==> config.mk <==
export PLATFORM = sky130hd
export DESIGN_NAME = i2s_tx_scheduler
export DESIGN_NICKNAME = d
export VERILOG_FILES = /design/src/rtl/i2s_pkg.sv /design/src/rtl/sample_fifo2.sv /design/src/rtl/i2s_tx_scheduler.sv
export SDC_FILE = /design/constraint.sdc
export NUM_CORES = 1
export LEC_CHECK = 0
export BUFFER_PORTS_ARGS = -buffer_cell sky130_fd_sc_hd__buf_2
export CAP_MARGIN = 10
export CELL_PAD_IN_SITES_DETAIL_PLACEMENT = 0
export CELL_PAD_IN_SITES_GLOBAL_PLACEMENT = 1
export CORE_ASPECT_RATIO = 1.1
export CORE_MARGIN = 3
export CORE_UTILIZATION = 30
export CTS_BUF_LIST = sky130_fd_sc_hd__clkbuf_16
export DETAILED_ROUTE_END_ITERATION = 12
export HOLD_SLACK_MARGIN = 0.05
export PLACE_DENSITY = 0.54
export SLEW_MARGIN = 20
export SYNTH_ARGS = -nofsm -noshare
export SYNTH_HDL_FRONTEND = slang
export SYNTH_SLANG_ARGS = --single-unit
==> constraint.sdc <==
create_clock -name clk -period 3 [get_ports clk]
set_input_delay 0.6 -clock clk [delete_from_list [all_inputs] [get_ports clk]]
set_output_delay 0.6 -clock clk [all_outputs]
set_load 0.01 [all_outputs]
==> src/rtl/i2s_pkg.sv <==
`default_nettype none
// ============================================================================
// Module      : i2s_pkg
// Description : Shared types and constants for the I2S transmit scheduler:
//               scheduler state encoding, underrun counter width and a
//               saturating increment helper.
// Revision    : 1.0 - initial release
// ============================================================================
package i2s_pkg;

  localparam int UNDERRUN_CNT_W = 16;

  typedef enum logic [1:0] {
    ST_IDLE  = 2'd0,
    ST_WAIT  = 2'd1,
    ST_FETCH = 2'd2
  } state_t;

  // Increment that sticks at all-ones instead of wrapping.
  function automatic logic [UNDERRUN_CNT_W-1:0] sat_inc(input logic [UNDERRUN_CNT_W-1:0] v);
    return (&v) ? v : v + 1'b1;
  endfunction

endpackage : i2s_pkg
`default_nettype wire

==> src/rtl/sample_fifo2.sv <==
`default_nettype none
// ============================================================================
// Module      : sample_fifo2
// Description : Two-entry sample FIFO. Head is always slot0. A push that
//               coincides with a pop is taken even when full, so occupancy
//               stays unchanged; flush empties the FIFO and wins over a push.
// Revision    : 1.0 - initial release
// ============================================================================
module sample_fifo2 #(
  parameter int WIDTH = 24
) (
  input  logic             clk,
  input  logic             rst_n,
  input  logic             flush,
  input  logic             push,
  input  logic [WIDTH-1:0] push_data,
  input  logic             pop,
  output logic [WIDTH-1:0] head,
  output logic             full,
  output logic             empty
);

  logic [WIDTH-1:0] slot0_q, slot0_d;
  logic [WIDTH-1:0] slot1_q, slot1_d;
  logic [1:0]       cnt_q, cnt_d;
  logic             do_pop, do_push;

  assign empty   = (cnt_q == 2'd0);
  assign full    = (cnt_q == 2'd2);
  assign head    = slot0_q;
  assign do_pop  = pop & ~empty;
  // A full FIFO being popped frees its head slot in the same cycle.
  assign do_push = push & (~full | do_pop);

  // Next-state for storage and occupancy: shift on pop, append on push.
  always_comb begin
    slot0_d = slot0_q;
    slot1_d = slot1_q;
    cnt_d   = cnt_q;
    if (flush) begin
      cnt_d = 2'd0;
    end else begin
      case ({do_push, do_pop})
        2'b01: begin
          slot0_d = slot1_q;
          cnt_d   = cnt_q - 2'd1;
        end
        2'b10: begin
          if (cnt_q == 2'd0) slot0_d = push_data;
          else               slot1_d = push_data;
          cnt_d = cnt_q + 2'd1;
        end
        2'b11: begin
          if (cnt_q == 2'd1) begin
            slot0_d = push_data;
          end else begin
            slot0_d = slot1_q;
            slot1_d = push_data;
          end
        end
        default: ;
      endcase
    end
  end

  // Storage and occupancy registers.
  always_ff @(posedge clk or negedge rst_n) begin
    if (!rst_n) begin
      slot0_q <= '0;
      slot1_q <= '0;
      cnt_q   <= 2'd0;
    end else begin
      slot0_q <= slot0_d;
      slot1_q <= slot1_d;
      cnt_q   <= cnt_d;
    end
  end

endmodule : sample_fifo2
`default_nettype wire

==> src/rtl/i2s_tx_scheduler.sv <==
`default_nettype none
// ============================================================================
// Module      : i2s_tx_scheduler
// Description : I2S transmit scheduler. Generates the bit clock and its
//               edge strobes, buffers left/right samples in 2-deep FIFOs and
//               hands alternating words to the serializer on each rising
//               edge of tx_ready, flagging and counting underruns.
// Revision    : 1.0 - initial release
// ============================================================================
module i2s_tx_scheduler
  import i2s_pkg::*;
#(
  parameter int NUM_BITS = 24,
  parameter int CLK_DIV  = 8
) (
  input  logic                      clk,
  input  logic                      rst_n,
  input  logic                      en,
  input  logic [NUM_BITS-1:0]       l_data,
  input  logic                      l_valid,
  output logic                      l_ready,
  input  logic [NUM_BITS-1:0]       r_data,
  input  logic                      r_valid,
  output logic                      r_ready,
  input  logic                      tx_ready,
  output logic                      s_clk,
  output logic                      s_clk_pos,
  output logic                      s_clk_neg,
  output logic [NUM_BITS-1:0]       word_out,
  output logic                      chan_out,
  output logic                      underrun,
  output logic [UNDERRUN_CNT_W-1:0] underrun_cnt
);

  localparam logic [7:0] DIV_LAST = 8'(CLK_DIV - 1);

  state_t                    state_q, state_d;
  logic [7:0]                div_q, div_d;
  logic                      sclk_q, sclk_d, pos_q, pos_d, neg_q, neg_d;
  logic                      tx_prev_q, ready_en_q;
  logic                      ch_next_q, ch_next_d;
  logic [NUM_BITS-1:0]       word_q, word_d;
  logic                      chan_q, chan_d, und_q, und_d;
  logic [UNDERRUN_CNT_W-1:0] ucnt_q, ucnt_d;

  logic                      tx_rise, fetch, flush;
  logic                      l_full, l_empty, r_full, r_empty;
  logic [NUM_BITS-1:0]       l_head, r_head;
  logic                      sel_empty;
  logic [NUM_BITS-1:0]       sel_head;

  assign tx_rise   = tx_ready & ~tx_prev_q;
  assign fetch     = (state_q == ST_FETCH);
  // Flush only on the transition into IDLE so samples can be preloaded while idle.
  assign flush     = (state_q != ST_IDLE) & ~en;
  assign sel_empty = ch_next_q ? r_empty : l_empty;
  assign sel_head  = ch_next_q ? r_head  : l_head;

  // Ready is held low until the first clock after reset release.
  assign l_ready = ready_en_q & ~l_full;
  assign r_ready = ready_en_q & ~r_full;

  sample_fifo2 #(.WIDTH(NUM_BITS)) u_fifo_l (
    .clk(clk), .rst_n(rst_n), .flush(flush),
    .push(l_valid & ready_en_q), .push_data(l_data),
    .pop(fetch & ~ch_next_q), .head(l_head), .full(l_full), .empty(l_empty)
  );

  sample_fifo2 #(.WIDTH(NUM_BITS)) u_fifo_r (
    .clk(clk), .rst_n(rst_n), .flush(flush),
    .push(r_valid & ready_en_q), .push_data(r_data),
    .pop(fetch & ch_next_q), .head(r_head), .full(r_full), .empty(r_empty)
  );

  // Bit-clock divider: toggle s_clk on wrap; disabling drops s_clk with no strobe.
  always_comb begin
    div_d  = div_q;
    sclk_d = sclk_q;
    pos_d  = 1'b0;
    neg_d  = 1'b0;
    if (!en) begin
      div_d  = 8'd0;
      sclk_d = 1'b0;
    end else if (div_q == DIV_LAST) begin
      div_d  = 8'd0;
      sclk_d = ~sclk_q;
      pos_d  = ~sclk_q;
      neg_d  = sclk_q;
    end else begin
      div_d = div_q + 8'd1;
    end
  end

  // Scheduler next state: wait for a tx_ready rising edge, fetch for one cycle.
  always_comb begin
    state_d = state_q;
    if (!en) begin
      state_d = ST_IDLE;
    end else begin
      case (state_q)
        ST_IDLE:  state_d = ST_WAIT;
        ST_WAIT:  if (tx_rise) state_d = ST_FETCH;
        ST_FETCH: state_d = ST_WAIT;
        default:  state_d = ST_IDLE;
      endcase
    end
  end

  // Fetch datapath: present the selected head (or zero on underrun) and alternate channel.
  always_comb begin
    word_d    = word_q;
    chan_d    = chan_q;
    und_d     = 1'b0;
    ucnt_d    = ucnt_q;
    ch_next_d = ch_next_q;
    if (state_q == ST_IDLE) begin
      ch_next_d = 1'b0;
    end else if (fetch) begin
      ch_next_d = ~ch_next_q;
      chan_d    = ch_next_q;
      if (sel_empty) begin
        word_d = '0;
        und_d  = 1'b1;
        ucnt_d = sat_inc(ucnt_q);
      end else begin
        word_d = sel_head;
      end
    end
  end

  // All scheduler registers.
  always_ff @(posedge clk or negedge rst_n) begin
    if (!rst_n) begin
      state_q    <= ST_IDLE;
      div_q      <= 8'd0;
      sclk_q     <= 1'b0;
      pos_q      <= 1'b0;
      neg_q      <= 1'b0;
      tx_prev_q  <= 1'b0;
      ready_en_q <= 1'b0;
      ch_next_q  <= 1'b0;
      word_q     <= '0;
      chan_q     <= 1'b0;
      und_q      <= 1'b0;
      ucnt_q     <= '0;
    end else begin
      state_q    <= state_d;
      div_q      <= div_d;
      sclk_q     <= sclk_d;
      pos_q      <= pos_d;
      neg_q      <= neg_d;
      tx_prev_q  <= tx_ready;
      ready_en_q <= 1'b1;
      ch_next_q  <= ch_next_d;
      word_q     <= word_d;
      chan_q     <= chan_d;
      und_q      <= und_d;
      ucnt_q     <= ucnt_d;
    end
  end

  assign s_clk        = sclk_q;
  assign s_clk_pos    = pos_q;
  assign s_clk_neg    = neg_q;
  assign word_out     = word_q;
  assign chan_out     = chan_q;
  assign underrun     = und_q;
  assign underrun_cnt = ucnt_q;

endmodule : i2s_tx_scheduler
`default_nettype wire

==> impl_metrics.py <==
metrics = {
    "synth": {
        "synth_area_per_cell_sq_um": 10.8,
        "ys_seq_elements": 158,
        "yosys.area_share.xor_xnor": 0.0203,
        "netlist_instances": 675,
        "synth-compound-area-share": 0.117,
        "async_flop_share": 1.00,
        "synthSimpleGateAreaFrac": 0.139,
        "yosysMostFrequentCell": "dfrtp_1",
        "synth_adder_area_share": 0.0137,
        "yosysSeqAreaShare": 0.540,
        "yosys-top-cells-area": "dfrtp_1 54%, mux2_1 4.8%, o21ai_0 4.3%, a31oi_1 4.1%, mux2_4 4.1%",
        "synth_top_family_by_area": "simple AND/OR/NAND/NOR gates",
        "synth_common_cells": "158 x dfrtp_1, 64 x nor2_1, 63 x o21ai_0",
        "synth_edf_count": 0,
        "synthFlopType": "dfrtp_1",
        "yosys.area.top_type": "dfrtp_1",
        "synth_top_area_share": 0.540,
        "synth_area_sq_um": 7320,
        "synth_cell_types": 47,
        "muxShareOfSynthArea": 0.133,
        "yosys_warnings": 0,
        "synth_nets": 737,
    },
    "power_and_ir_drop": {
        "leakage_nw": 3.88,
        "power_frac_clock": 0.275,
        "switching_share": 0.344,
        "p_sw_w": 0.00270,
        "total_power_w": 0.00785,
        "seqPwrFrac": 0.454,
        "p_int_w": 0.00515,
        "p_per_area_nw_per_um2": 898,
        "vdd_drop_max_uv": 373,
        "p_comb_frac": 0.272,
    },
    "cells_and_area": {
        "drive_above_1_share": 0.239,
        "n_antenna_cell": 0,
        "syn_to_final_growth_pct": 19.4,
        "final_nets": 830,
    },
    "cts": {
        "cts-buffers-inserted": 17,
        "cts_root_buf": "clkbuf_16",
        "ctsResizeCount": 0,
        "cts_sinks": 158,
        "clk_latency_ns": 0.43,
        "cts_hold_buf": 0,
        "htree_levels": 4,
        "post_cts_buffers": 0,
        "clkTransAtPathRegs_ns": 0.07,
        "cts_tree": "yes",
        "cts_buffer_depth": 2,
    },
    "floorplanning": {
        "ioPinCount": 101,
        "start_util": 0.307,
        "die_w_microns": 155,
        "die_area_sq_um": 26300,
        "fp.dieH_microns": 170,
        "core_sq_um": 23800,
        "rows": 59,
    },
    "route": {
        "wl_per_cell_microns": 18.4,
        "firstDrtPassIters": 4,
        "routed_wl_mm": 20.0,
        "drtAntennaViolNets": 0,
        "drc": 0,
        "vias_per_cell": 5.05,
        "vias": 5485,
        "first_iter_violations": 267,
    },
    "setup_path": {
        "cp-start-kind": "flop",
        "rrSetupSlack_ns": 0.57,
        "cp.arrival_ns": 2.73,
        "end_kind": "flop",
        "cp.required_ns": 3.30,
        "path_class": "reg -> reg",
        "cp_max_fo": 24,
    },
    "place": {
        "hpwl_mm": 13.5,
        "gp_congestion": 0.802,
        "dp_slack_ns": 0.584,
        "io_buffers": 100,
    },
    "flow_run": {
        "maxCapViolCount": 0,
    },
    "sta": {
        "fmax_ghz": 0.412,
        "hold_slack_ns": 0.173,
        "hold_viol_final": 0,
        "min_period_over_period": 0.810,
        "tightest_slew_ns": 0.653,
        "slew_headroom": 0.565,
        "slew_viol_final": 0,
        "grt_setup_unrepaired": "false",
        "tns_ns": 0,
        "fin_ws_ns": 0.570,
        "period_needed_ns": 2.43,
        "skew_ns": 0.0121,
        "setup_viol": 0,
    },
    "global_routing": {
        "grt_usage": 0.154,
        "grt_pass1_wl_mm": 31.8,
        "overflow": 0,
        "grt_start_max_net_pins": 68,
        "antenna_found_initial": 1,
        "grt_pass1_vias": 5732,
    },
    "status": {
        "status": "completed",
    },
    "min_path": {
        "holdCritPathClass": "in -> async",
    },
}
## cell type report
type / instances / area [sq um]
multi-input cells: 459 / 3110
clock inverters: 15 / 150
repair buffers: 121 / 677
clock buffers: 17 / 425
inverters: 11 / 41.3
flip-flops and latches: 158 / 3950
fillers: 2407 / 15100
well taps: 305 / 382
## worst max-delay path, cell delays in order (launching register included)
cell	delay (ns)
dfrtp_1	0.39
inv_1	0.08
ha_1	0.25
nand4bb_1	0.34
a2111oi_0	0.54
nand2_1	0.10
buf_4	0.25
mux2_1	0.35
## sequential cells by signal, summed over array words and instances, names as in the netlist
signal	cells
u_fifo_l.slot1_q	24
s_clk_neg	1
word_out	24
underrun	1
s_clk	1
u_fifo_r.cnt_q	2
u_fifo_l.head	24
div_q	8
u_fifo_r.slot1_q	24
chan_out	1
ready_en_q	1
state_q	2
ch_next_q	1
u_fifo_l.cnt_q	2
underrun_cnt	16
tx_prev_q	1
s_clk_pos	1
u_fifo_r.head	24
## cells in the final DEF, fill, tap and decap left out, drive strengths merged, types with 3 or more instances in the layout
cell,count
nand4,30
nor2b,4
nand3,32
nor4,4
inv,20
dfrtp,158
clkinv,4
o21ai,80
clkbuf,17
mux2i,28
a31oi,48
nor2,64
ha,8
nand2,38
a21oi,8
nand2b,3
nor3,9
and2,6
mux2,55
xnor2,6
xor2,11
a2111oi,3
buf,121
## through the flow
step / util / instance area [sq um] / instances
after detailed placement: 0.343 / 8170 / 1054
after global routing: 0.367 / 8740 / 1086
after global placement: 0.343 / 8170 / 1054
final: 0.367 / 8740 / 1086
after floorplan: - / 7320 / 675
after CTS: 0.367 / 8740 / 1086
## logic make-up after synthesis
logic type,Yosys count
adders and majority gates,8
AOI/OAI and AO/OA,147
other,1
muxes,83
and+or+nand+nor,203
buffers and inverters,58
DFF,158
xor gates and xnor gates,17
## worst paths after layout
kind,depth (start not counted),startpoint,to
worst max-delay path,7,u_fifo_r.cnt_q[0]$_DFFE_PN0P_,u_fifo_r.slot1_q[9]$_DFFE_PN0P_
worst min-delay path,1,rst_n,underrun_cnt[13]$_DFFE_PN0P_
worst max register to register,7,u_fifo_r.cnt_q[0]$_DFFE_PN0P_,u_fifo_r.slot1_q[9]$_DFFE_PN0P_
worst min register to register,1,div_q[0]$_DFF_PN0_,div_q[0]$_DFF_PN0_
max in group asynchronous,2,rst_n,word_out[4]$_DFFE_PN0P_
min in group clk,1,tx_ready,tx_prev_q$_DFF_PN0_
## power groups by stage
stage,sequential [W],clock (W),combinational [W]
floorplan,0.00341,0,0.00150
global placement,0.00360,0,0.00211
detailed placement,0.00362,0,0.00217
CTS,0.00359,0.00220,0.00217
global route,0.00367,0.00230,0.00243
finish,0.00356,0.00216,0.00213
## per-layer routing
layer / share of wire / global-route usage
met4: 0.017 / 0.0507
met1: 0.44 / 0.196
met5: 0.00045 / 0
met3: 0.042 / 0.0361
met2: 0.50 / 0.258
(Power assumes the default switching activity.)
